`config.mk`:
```
export PLATFORM = sky130hd
export DESIGN_NAME = wb_arbiter_flat
export DESIGN_NICKNAME = d
export VERILOG_FILES = /design/src/rtl/wb_arbiter_if.sv /design/src/rtl/wb_arbiter.sv /design/src/flat_wrapper.sv
export SDC_FILE = /design/constraint.sdc
export NUM_CORES = 1
export LEC_CHECK = 0
export ABC_AREA = 1
export BUFFER_PORTS_ARGS = -buffer_cell sky130_fd_sc_hd__buf_4
export CORE_ASPECT_RATIO = 2
export CORE_UTILIZATION = 54
export CTS_CLUSTER_SIZE = 25
export DETAILED_ROUTE_END_ITERATION = 6
export GPL_TIMING_DRIVEN = 0
export PLACE_DENSITY = 0.8
export SYNTH_ARGS = -nofsm -noshare
export SYNTH_HDL_FRONTEND = slang
export SYNTH_SLANG_ARGS = --single-unit
export TNS_END_PERCENT = 50
```
`constraint.sdc`:
```
create_clock -name clk -period 4.4 [get_ports clk]
set_clock_uncertainty 0.2 [all_clocks]
set_input_delay 0.44 -clock clk [delete_from_list [all_inputs] [get_ports clk]]
set_output_delay 0.44 -clock clk [all_outputs]
set_load 0.01 [all_outputs]
```
`src/rtl/wb_arbiter_if.sv`:
```
// Register-file write-back bus: pipeline result, mul/div handshake
// and the single write port driven by the arbiter.
interface wb_arbiter_if #(
    parameter int XLEN = 32
);
    logic            alu_valid;
    logic [4:0]      alu_rd;
    logic [XLEN-1:0] alu_data;

    logic            md_valid;
    logic [4:0]      md_rd;
    logic [XLEN-1:0] md_data;
    logic            md_ready;
    logic            md_pending;

    logic            we;
    logic [4:0]      waddr;
    logic [XLEN-1:0] wd;

    modport slave (
        input  alu_valid, alu_rd, alu_data,
        input  md_valid, md_rd, md_data,
        output md_ready, md_pending,
        output we, waddr, wd
    );

    modport master (
        output alu_valid, alu_rd, alu_data,
        output md_valid, md_rd, md_data,
        input  md_ready, md_pending,
        input  we, waddr, wd
    );
endinterface

```
`src/rtl/wb_arbiter.sv`:
```
// Write-back arbiter: pipeline results own the port, mul/div results
// bypass or wait in an in-order FIFO; x0 writes are dropped here.
module wb_arbiter #(
    parameter int XLEN  = 32,
    parameter int DEPTH = 2
) (
    input  logic         clk,
    input  logic         rst,
    wb_arbiter_if.slave  bus
);
    localparam int PW = (DEPTH > 1) ? $clog2(DEPTH) : 1;
    localparam int CW = $clog2(DEPTH + 1);
    localparam logic [CW-1:0] FULL = CW'(DEPTH);
    localparam logic [PW-1:0] LAST = PW'(DEPTH - 1);

    logic [4:0]      q_rd   [DEPTH];
    logic [XLEN-1:0] q_data [DEPTH];
    logic [CW-1:0]   count;
    logic [PW-1:0]   head;
    logic [PW-1:0]   tail;

    logic            ready;
    logic            fifo_ne;
    logic            alu_sel;
    logic            accept;
    logic            md_live;
    logic            pop;
    logic            bypass;
    logic            push;
    logic            wr_en;
    logic [4:0]      wr_rd;
    logic [XLEN-1:0] wr_data;

    // Ready depends on registered occupancy only, never on md_valid.
    assign ready          = (count != FULL);
    assign bus.md_ready   = ready;
    assign bus.md_pending = (count != '0);

    always_comb begin
        fifo_ne = (count != '0);
        alu_sel = bus.alu_valid && (bus.alu_rd != 5'd0);
        accept  = bus.md_valid && ready;
        md_live = accept && (bus.md_rd != 5'd0);
        pop     = !alu_sel && fifo_ne;
        bypass  = !alu_sel && !fifo_ne && md_live;
        push    = md_live && !bypass;
        wr_en   = alu_sel || pop || bypass;
        wr_rd   = bus.md_rd;
        wr_data = bus.md_data;
        unique case (1'b1)
            alu_sel: begin
                wr_rd   = bus.alu_rd;
                wr_data = bus.alu_data;
            end
            pop: begin
                wr_rd   = q_rd[head];
                wr_data = q_data[head];
            end
            default: ;
        endcase
    end

    always_ff @(posedge clk) begin
        if (push) begin
            q_rd[tail]   <= bus.md_rd;
            q_data[tail] <= bus.md_data;
        end
    end

    always_ff @(posedge clk) begin
        if (rst) begin
            count     <= '0;
            head      <= '0;
            tail      <= '0;
            bus.we    <= 1'b0;
            bus.waddr <= 5'd0;
            bus.wd    <= '0;
        end else begin
            bus.we <= wr_en;
            if (wr_en) begin
                bus.waddr <= wr_rd;
                bus.wd    <= wr_data;
            end
            if (pop) begin
                head <= (head == LAST) ? '0 : head + PW'(1);
            end
            if (push) begin
                tail <= (tail == LAST) ? '0 : tail + PW'(1);
            end
            unique case ({push, pop})
                2'b10:   count <= count + CW'(1);
                2'b01:   count <= count - CW'(1);
                default: count <= count;
            endcase
        end
    end
endmodule

```
`src/flat_wrapper.sv`:
```
// flat-port wrapper written by rule: the top's interface ports become plain ports
module wb_arbiter_flat 
#(
    parameter int XLEN  = 32,
    parameter int DEPTH = 2
)
  (clk, rst, bus_alu_valid, bus_alu_rd, bus_alu_data, bus_md_valid, bus_md_rd, bus_md_data, bus_md_ready, bus_md_pending, bus_we, bus_waddr, bus_wd);
  wb_arbiter_if #(.XLEN(XLEN)) bus_i ();
  input  logic clk;
  input  logic rst;
  input wire logic [$bits(bus_i.alu_valid)-1:0] bus_alu_valid;
  input wire logic [$bits(bus_i.alu_rd)-1:0] bus_alu_rd;
  input wire logic [$bits(bus_i.alu_data)-1:0] bus_alu_data;
  input wire logic [$bits(bus_i.md_valid)-1:0] bus_md_valid;
  input wire logic [$bits(bus_i.md_rd)-1:0] bus_md_rd;
  input wire logic [$bits(bus_i.md_data)-1:0] bus_md_data;
  output wire logic [$bits(bus_i.md_ready)-1:0] bus_md_ready;
  output wire logic [$bits(bus_i.md_pending)-1:0] bus_md_pending;
  output wire logic [$bits(bus_i.we)-1:0] bus_we;
  output wire logic [$bits(bus_i.waddr)-1:0] bus_waddr;
  output wire logic [$bits(bus_i.wd)-1:0] bus_wd;
  assign bus_i.alu_valid = bus_alu_valid;
  assign bus_i.alu_rd = bus_alu_rd;
  assign bus_i.alu_data = bus_alu_data;
  assign bus_i.md_valid = bus_md_valid;
  assign bus_i.md_rd = bus_md_rd;
  assign bus_i.md_data = bus_md_data;
  assign bus_md_ready = bus_i.md_ready;
  assign bus_md_pending = bus_i.md_pending;
  assign bus_we = bus_i.we;
  assign bus_waddr = bus_i.waddr;
  assign bus_wd = bus_i.wd;
  wb_arbiter #(.XLEN(XLEN), .DEPTH(DEPTH)) u_core (.clk(clk), .rst(rst), .bus(bus_i));
endmodule
```
Yosys cells after proc, flatten, opt, wreduce, memory -nomap -nowiden --
Memories as Yosys holds them, arrays and structs flattened. A register that Yosys moved wholly into a read port is not among the register bits. Cells that the tools add are included.
Storage, ports and cells: word-level logic and storage cells 42, output and inout port bits 40, memories kept 2, RAM bits 74, bits in registers 42
Cells by class: add/subtract/negate cells 4, equal/unequal tests 3, mux-type cells 11, reduce and logical (&&, ||, !) cells 16
Memories:
- u_core.q_data | depth 2, bits a word 32, read ports 1, clocked after memory_dff 1, wr ports 1, line wb_arbiter.sv:17 | logic [XLEN-1:0] q_data [DEPTH];
- u_core.q_rd | depth 2, bits a word 5, read ports 1, clocked after memory_dff 1, wr ports 1, line wb_arbiter.sv:16 | logic [4:0] q_rd [DEPTH];
Operators by type and width (count):
- case mux 32 bit (2 select lines) | 1
- case mux 5 bit (2 select lines) | 1
- nonzero test 5 bit | 2
- 2-to-1 mux 1 bit | 8
- logical AND 1 bit | 7
- case mux 2 bit (2 select lines) | 1
- nonzero test 2 bit | 2
- logical NOT 1 bit | 3
- adder 1 bit (second input constant) | 2
- adder 2 x 1 -> 2 bit (second input constant) | 1
- equality test 2 x 1 -> 1 bit (second input constant) | 1
- equality test 2 bit (second input constant) | 1
- logical OR 1 bit | 2
- inequality test 2 bit (second input constant) | 1
- subtractor 2 x 1 -> 2 bit (second input constant) | 1

Depth between registers and ports, before layout --
Gate-level depths: netlist of the first run.
depth after elaboration 9, mapped depth 12, mapped depth without buffers 11

Least setup slack after synthesis of the first run --
Ideal clock, no wire load.
path kind input to register, from input port bus_alu_rd[2], to memory u_core.q_data[1][0], enable pin, arrival time 2510 ps, slack 1259 ps, cell stages on the path 6, library setup time 431 ps, required time 3769 ps, path through nor2_1 nand3_1 nand2_4 nand2_2 nand2_1 nor2_1
Between the ends: cells in the longest elaborated chain, start to end 9
Ends and longest elaborated chain:
- start, declared | line flat_wrapper.sv:12 | input wire logic [$bits(bus_i.alu_rd)-1:0] bus_alu_rd;
- nonzero test 5 bit | line wb_arbiter.sv:41 | alu_sel = bus.alu_valid && (bus.alu_rd != 5'd0);
- logical AND 1 bit | line wb_arbiter.sv:41
- logical NOT 1 bit | line wb_arbiter.sv:45 | bypass = !alu_sel && !fifo_ne && md_live;
- logical AND 1 bit (2 in series) | line wb_arbiter.sv:45
- logical NOT 1 bit | line wb_arbiter.sv:46 | push = md_live && !bypass;
- logical AND 1 bit | line wb_arbiter.sv:46
- 2-to-1 mux 1 bit | line wb_arbiter.sv:64 | if (push) begin
- 2-to-1 mux 1 bit (implied by the code) | line wb_arbiter.sv:66 | q_data[tail] <= bus.md_data;
- end, declared | line wb_arbiter.sv:17
No other way between the ends.

Worst setup path in the final report of the first run --
from register u_core.count[1], to memory u_core.q_data[0][9], enable pin
Between the ends: cells in the longest elaborated chain, start to end 8, elaborated cells between the ends (all ways) 11, those cells by class eq/ne (1); mux (2); reduce/logical (8)
Ends and longest elaborated chain:
- start, declared | line wb_arbiter.sv:18 | logic [CW-1:0] count;
- start signal, assigned | line wb_arbiter.sv:91 | 2'b10: count <= count + CW'(1);
- start signal, assigned | line wb_arbiter.sv:92 | 2'b01: count <= count - CW'(1);
- start signal, assigned | line wb_arbiter.sv:93 | default: count <= count;
- inequality test 2 bit or nonzero test 2 bit (tied branches) | line wb_arbiter.sv:35, wb_arbiter.sv:40
- logical AND 1 bit or logical NOT 1 bit (tied branches) | line wb_arbiter.sv:42, wb_arbiter.sv:45
- logical AND 1 bit, on equally long branches | line wb_arbiter.sv:43, wb_arbiter.sv:45
- logical AND 1 bit | line wb_arbiter.sv:45
- logical NOT 1 bit | line wb_arbiter.sv:46
- logical AND 1 bit (*) | line wb_arbiter.sv:46
- 2-to-1 mux 1 bit (*) | line wb_arbiter.sv:64
- 2-to-1 mux 1 bit (implied by the code) (*) | line wb_arbiter.sv:66
Every way passes the cells marked *; elsewhere a longest branch is shown, timed or not.

==> reports/metrics.yaml, run 1 <==
die-height_um: 142
dr.first_iter.drc_count: 409
area_delta_synth_final_pct: 32.4
grt_pass1_wl_um: 23000
wl_per_cell_um: 16.9
gp_congestion: 0.870
io_pins: 118
synth.area.top_cells: "edfxtp_1, nand2_1, dfxtp_1"
syn_nets: 685
cts_tree: "yes"
crit_type: "reg2reg"
p_leak_uw: 0.00332
cts_hold_buf: 0
cts.sinks: 117
crit_arrival_ns: 2.39
synth_warnings: 0
synth_seq_cells: 117
drt_wl_total_um: 15000
grt_overflow: 0
antennaDiodeCount: 0
initial_core_util: 0.559
vias: 4712
drive_above_1_share: 0.258
drtAntennaViolNets: 0
synth.distinct_cells: 28
ys_seq_area_frac: 0.583
finalSetupViolCount: 0
cts_setup_buffers: 0
synth.most_common_cell: "nand2_1"
async_flop_share: 0
cp-end-kind: "flip-flop"
cap_violations: 0
hold_class: "in2reg"
vias_per_cell: 5.32
rrSetupSlack_ns: 1.85
fin_crit_ns: 2.55
rsz0062_at_grt: "no"
syn-cell-area_mm2: 0.00528
vdd_drop_max_mv: 0.482
numCtsBuffers: 17
syn_inst: 606
synth_top_area_frac: 0.421
drc: 0
synth_edf_count: 74
cp_max_fo: 37
hold-worst-slack_ns: 0.0139
hold_violations: 0
gr-usage-all-layers: 0.307
clk_latency_ns: 0.42
totalPowerFinal_uw: 4260
ys.flop_type: "edfxtp_1"
die_w_um: 71.9
synth_area_leader_cell: "edfxtp_1"
h-tree-depth: 4
cts_max_path_buffers: 2
cp.required_ns: 4.24
outcome: "completed"
die_area_mm2: 0.0102
place_ws_ns: 1.65
worst_pin_slew_ns: 0.907
final-max-slew-violation-count: 0
grt_max_degree: 38
p_per_area_mw_per_mm2: 609
nets: 822
fin_crit_sh: 0.579
antenna_found_initial: 0
core_area_mm2: 0.00945
place_hpwl_um: 10300
num_rows: 50
ys_top_cells_by_count: "nand2_1, edfxtp_1, nor2_1"
worstSetupStartpointType: "flip-flop"
clkTransAtPathRegs_ns: 0.06
finalWorstSetupSlack_ns: 1.85
numPortBuffers: 117
grt_pass1_vias: 4844
cts_resized: 0
firstDrtPassIters: 6
place_area_mm2: 0.00635
clockRootBuffer: "clkbuf_16"
final_area_mm2: 0.00700
timing.slew.headroom: 0.394
avgSynthCellArea_um2: 8.72
fmax_mhz: 392
==> cell type report <==
| class | instances | area (um^2) |
|---|---|---|
| buffer | 32 | 195 |
| clock buffer | 23 | 498 |
| clock inverter | 9 | 146 |
| fill | 700 | 2450 |
| inverter | 16 | 62.6 |
| multi-input combinational | 441 | 1950 |
| sequential | 117 | 3080 |
| tap | 130 | 163 |
| timing repair buffer | 118 | 898 |
==> power breakdown <==
| part | leakage, uW | total, uW | switching [uW] | internal (uW) |
|---|---|---|---|---|
| registers | 0.00104 | 1510 | 102 | 1410 |
| logic | 0.00196 | 1250 | 788 | 463 |
| clock network | 0.000323 | 1500 | 478 | 1020 |
==> state kept, by name, indices dropped and copies added (netlist names), named ones only <==
register	count
u_core.bus.we	1
u_core.count	2
u_core.head	1
u_core.bus.wd	32
u_core.bus.waddr	5
u_core.q_data	64
u_core.tail	1
u_core.q_rd	10
==> placed cells by master, fill, tap and decap left out <==
| cell type | instances |
|---|---|
| a21oi_1 | 7 |
| a21oi_4 | 1 |
| and3_1 | 11 |
| buf_1 | 2 |
| buf_12 | 1 |
| buf_2 | 15 |
| buf_4 | 123 |
| buf_6 | 3 |
| buf_8 | 1 |
| bufinv_16 | 4 |
| clkbuf_1 | 6 |
| clkbuf_16 | 17 |
| clkbuf_8 | 5 |
| clkinv_1 | 1 |
| clkinv_2 | 4 |
| dfxtp_1 | 43 |
| edfxtp_1 | 74 |
| ha_1 | 1 |
| inv_1 | 11 |
| inv_2 | 3 |
| inv_4 | 2 |
| mux2i_1 | 1 |
| nand2_1 | 278 |
| nand2_2 | 10 |
| nand2_4 | 3 |
| nand3_1 | 45 |
| nand3_4 | 1 |
| nand3b_1 | 11 |
| nand4_1 | 13 |
| nor2_1 | 47 |
| nor2_4 | 1 |
| nor2_8 | 1 |
| o21ai_0 | 9 |
| xor2_1 | 1 |
==> worst paths after layout <==
path / start / endpoint / depth (start not counted)
min: bus_md_data[22] / u_core.q_data[0][22] / 1
max: u_core.count[1] / u_core.q_data[0][9] / 6
max reg2reg: u_core.count[1] / u_core.q_data[0][9] / 6
min reg2reg: u_core.bus.wd[14] / u_core.bus.wd[14] / 2
==> layer usage <==
metal	up-vias	global-route usage	share of wire
met5	-	0	0
met3	43	0.0781	0.055
li1	2252	-	-
met4	0	0.167	0.036
met1	2223	0.291	0.34
met2	194	0.579	0.57
==> stage by stage <==
stage | setup TNS (ns) | cells | utilization
final | 0 | 886 | 0.741
after floorplan | 0 | 606 | -
after detailed placement | 0 | 854 | 0.672
after global routing | 0 | 886 | 0.741
after global placement | -0.999 | 853 | 0.670
after CTS | 0 | 886 | 0.741
==> cell families (layout without fill, tap and decap cells) <==
kind of cell               count (synthesis)  in the layout  share of synthesized area
and+or+nand+nor                          421            421                      0.344
DFF                                      117            117                      0.583
buffers and inverters                     48            198                     0.0488
AOI/OAI and AO/OA                         17             17                     0.0182
adders and majority gates                  1              1                    0.00237
xor gates and xnor gates                   1              1                    0.00166
muxes                                      1              1                    0.00189
==> critical path, cell delays in order, from the launching register on <==
cell and delay [ns]:
dfxtp_1 0.45, nor2_1 0.09, buf_4 0.20, nand2_2 0.19, buf_4 0.23, nand3_1 0.13, inv_2 0.68
Note: power is estimated with default switching activity, not from simulation.
==> inputs of run 2 (changes only) <==
==> constraint.sdc (replaced) <==
create_clock -name clk -period 2.45 [get_ports clk]
set_clock_uncertainty 0.2 [all_clocks]
set_input_delay 0.245 -clock clk [delete_from_list [all_inputs] [get_ports clk]]
set_output_delay 0.245 -clock clk [all_outputs]
set_load 0.01 [all_outputs]
==> run 2 against run 1 <==
  * Routed wire length is 12% higher
  * Clock power is 85% higher
  * Register-to-register slack worse by 1.7 ns
  * Design area is 9.1% higher
  * Cell count is 7.0% higher
  * Global-route usage is 3.7 points higher
  * Largest power group is now clock
  * Die area stayed put
  * Clock-buffer cell count is 1 higher
  * Sequential share of layout area is 3.7 points lower
  * Flip-flop and latch count stayed put
  * First-iteration DRC count is 0.24% higher
==> reports/metrics.yaml, run 2 (same netlist as run 1, synthesis figures left out) <==
vias: 5146  # +9.2%
final_cell_mix: "nand2_1, buf_4, edfxtp_1"
final-max-slew-violation-count: 0  # unchanged
p_per_area_mw_per_mm2: 1030  # +69%
top_register: "u_core.q_data"
cts_setup_buffers: 0  # unchanged
drt_wl_total_um: 16800  # +12%
nets: 884  # +7.5%
h-tree-depth: 4  # unchanged
io_pins: 118  # unchanged
fmax_mhz: 436  # +11%
numPortBuffers: 117  # unchanged
dr.first_iter.drc_count: 410  # +0.24%
crit_type: "reg2reg"
die-height_um: 142  # unchanged
drc: 0  # unchanged
cp_max_fo: 37  # unchanged
antennaDiodeCount: 0  # unchanged
fillers: 547  # -22%
finalSetupViolCount: 0  # unchanged
grt_pass1_wl_um: 25800  # +12%
ff_latch_area_mm2: 0.00308  # unchanged
cts_tree: "yes"
mostFrequentLayoutCell: "nand2_1"
hold_class: "in2reg"
final.setup.tns_ns: 0  # unchanged
fin_crit_ns: 2.29  # -0.255 ns
clk_latency_ns: 0.42  # about the same
totalPowerFinal_uw: 7870  # +85%
largest_reg_flops: 64  # unchanged
firstDrtPassIters: 5  # -1
place_hpwl_um: 10100  # -2.3%
p_leak_uw: 0.00357  # +7.4%
cp-end-kind: "flip-flop"
cts_max_path_buffers: 2  # unchanged
gr-usage-all-layers: 0.344  # +0.0375
die_area_mm2: 0.0102  # unchanged
gp_congestion: 0.847  # -2.7%
vias_per_cell: 5.43  # +2.1%
drive_above_1_share: 0.238  # -0.0196
num_rows: 50  # unchanged
grt_overflow: 0  # unchanged
outcome: "completed"
initial_core_util: 0.559  # unchanged
grt_pass1_vias: 5278  # +9.0%
multi_input_area_mm2: 0.00197  # +0.83%
die_w_um: 71.9  # unchanged
finalWorstSetupSlack_ns: 0.156  # -1.70 ns
worst_pin_slew_ns: 0.707  # -0.200 ns
grt_max_degree: 38  # unchanged
rsz0062_at_grt: "yes"
cp.required_ns: 2.32  # -1.92 ns
vdd_drop_max_mv: 0.741  # +54%
drtAntennaViolNets: 0  # unchanged
crit_arrival_ns: 2.17  # -0.22 ns
area_delta_synth_final_pct: 44.5
hold_violations: 0  # unchanged
clockRootBuffer: "clkbuf_16"
worstSetupStartpointType: "flip-flop"
antenna_found_initial: 0  # unchanged
timing.slew.headroom: 0.527  # +0.133
place_ws_ns: -0.161  # -1.81 ns
numCtsBuffers: 17  # unchanged
fin_crit_sh: 0.936  # +0.357
cap_violations: 0  # unchanged
core_area_mm2: 0.00945  # unchanged
wl_per_cell_um: 17.7  # +5.0%
cts.sinks: 117  # unchanged
top_regs: "u_core.q_data: 64 flops, u_core.bus.wd: 32 flops, u_core.q_rd: 10 flops"
clkTransAtPathRegs_ns: 0.05  # about the same
==> run 2: repair_timing <==
action / in CTS / in global routing
hold endpoints to repair: 108 / 0
gates cloned: 1 / 0
resized for setup: 2 / 4
pin swaps: 1 / 0
hold buffers: 62 / 0
endpoints found under the setup margin: 74 / 38
==> run 2: critical path, stage by stage, from the launching register on <==
cell	delay, ns
dfxtp_1	0.43
nor2_1	0.11
buf_4	0.20
nand2_2	0.20
buf_4	0.23
nand3_1	0.20
inv_6	0.37
==> run 2: layer usage <==
| layer | vias to the layer above | GRT usage | share of wire |
|---|---|---|---|
| li1 | 2379 | - | - |
| met1 | 2423 | 0.337 | 0.33 |
| met2 | 268 | 0.648 | 0.56 |
| met3 | 76 | 0.0682 | 0.059 |
| met4 | 0 | 0.196 | 0.048 |
| met5 | - | 0 | 0 |
==> run 2: area by class of cell <==
class,instances,share of cell area
well taps,130,0.0213
plain buffers,32,0.0256
flip-flops and latches,117,0.404
multi-input cells,442,0.258
inverters,16,0.00885
clock buffers,24,0.0646
clock inverters,8,0.0220
repair buffers,179,0.196
==> run 2: path summary, 6_finish.rpt <==
path / startpoint / end / slack [ns] / cells past startpoint
max reg2reg: u_core.count[1] / u_core.q_data[0][11] / 0.16 / 6
min reg2reg: u_core.bus.wd[7] / u_core.bus.wd[7] / 0.25 / 2
max: u_core.count[1] / u_core.q_data[0][11] / 0.16 / 6
min: bus_alu_data[14] / u_core.bus.wd[14] / 0.04 / 6
==> run 2: metrics by stage <==
step,hold slack (ns),util,cell area (um^2),instances
after floorplan,0.114,-,5290,606
after global routing,0.0431,0.808,7630,948
final,0.0383,0.808,7630,948
after global placement,0.239,0.670,6330,853
after detailed placement,0.242,0.670,6330,853
after CTS,0.0133,0.807,7630,948
==> run 2: power by group <==
part	total (uW)	internal, uW	switching, uW
registers	2720	2530	192
clock network	2770	1910	852
logic	2380	895	1490
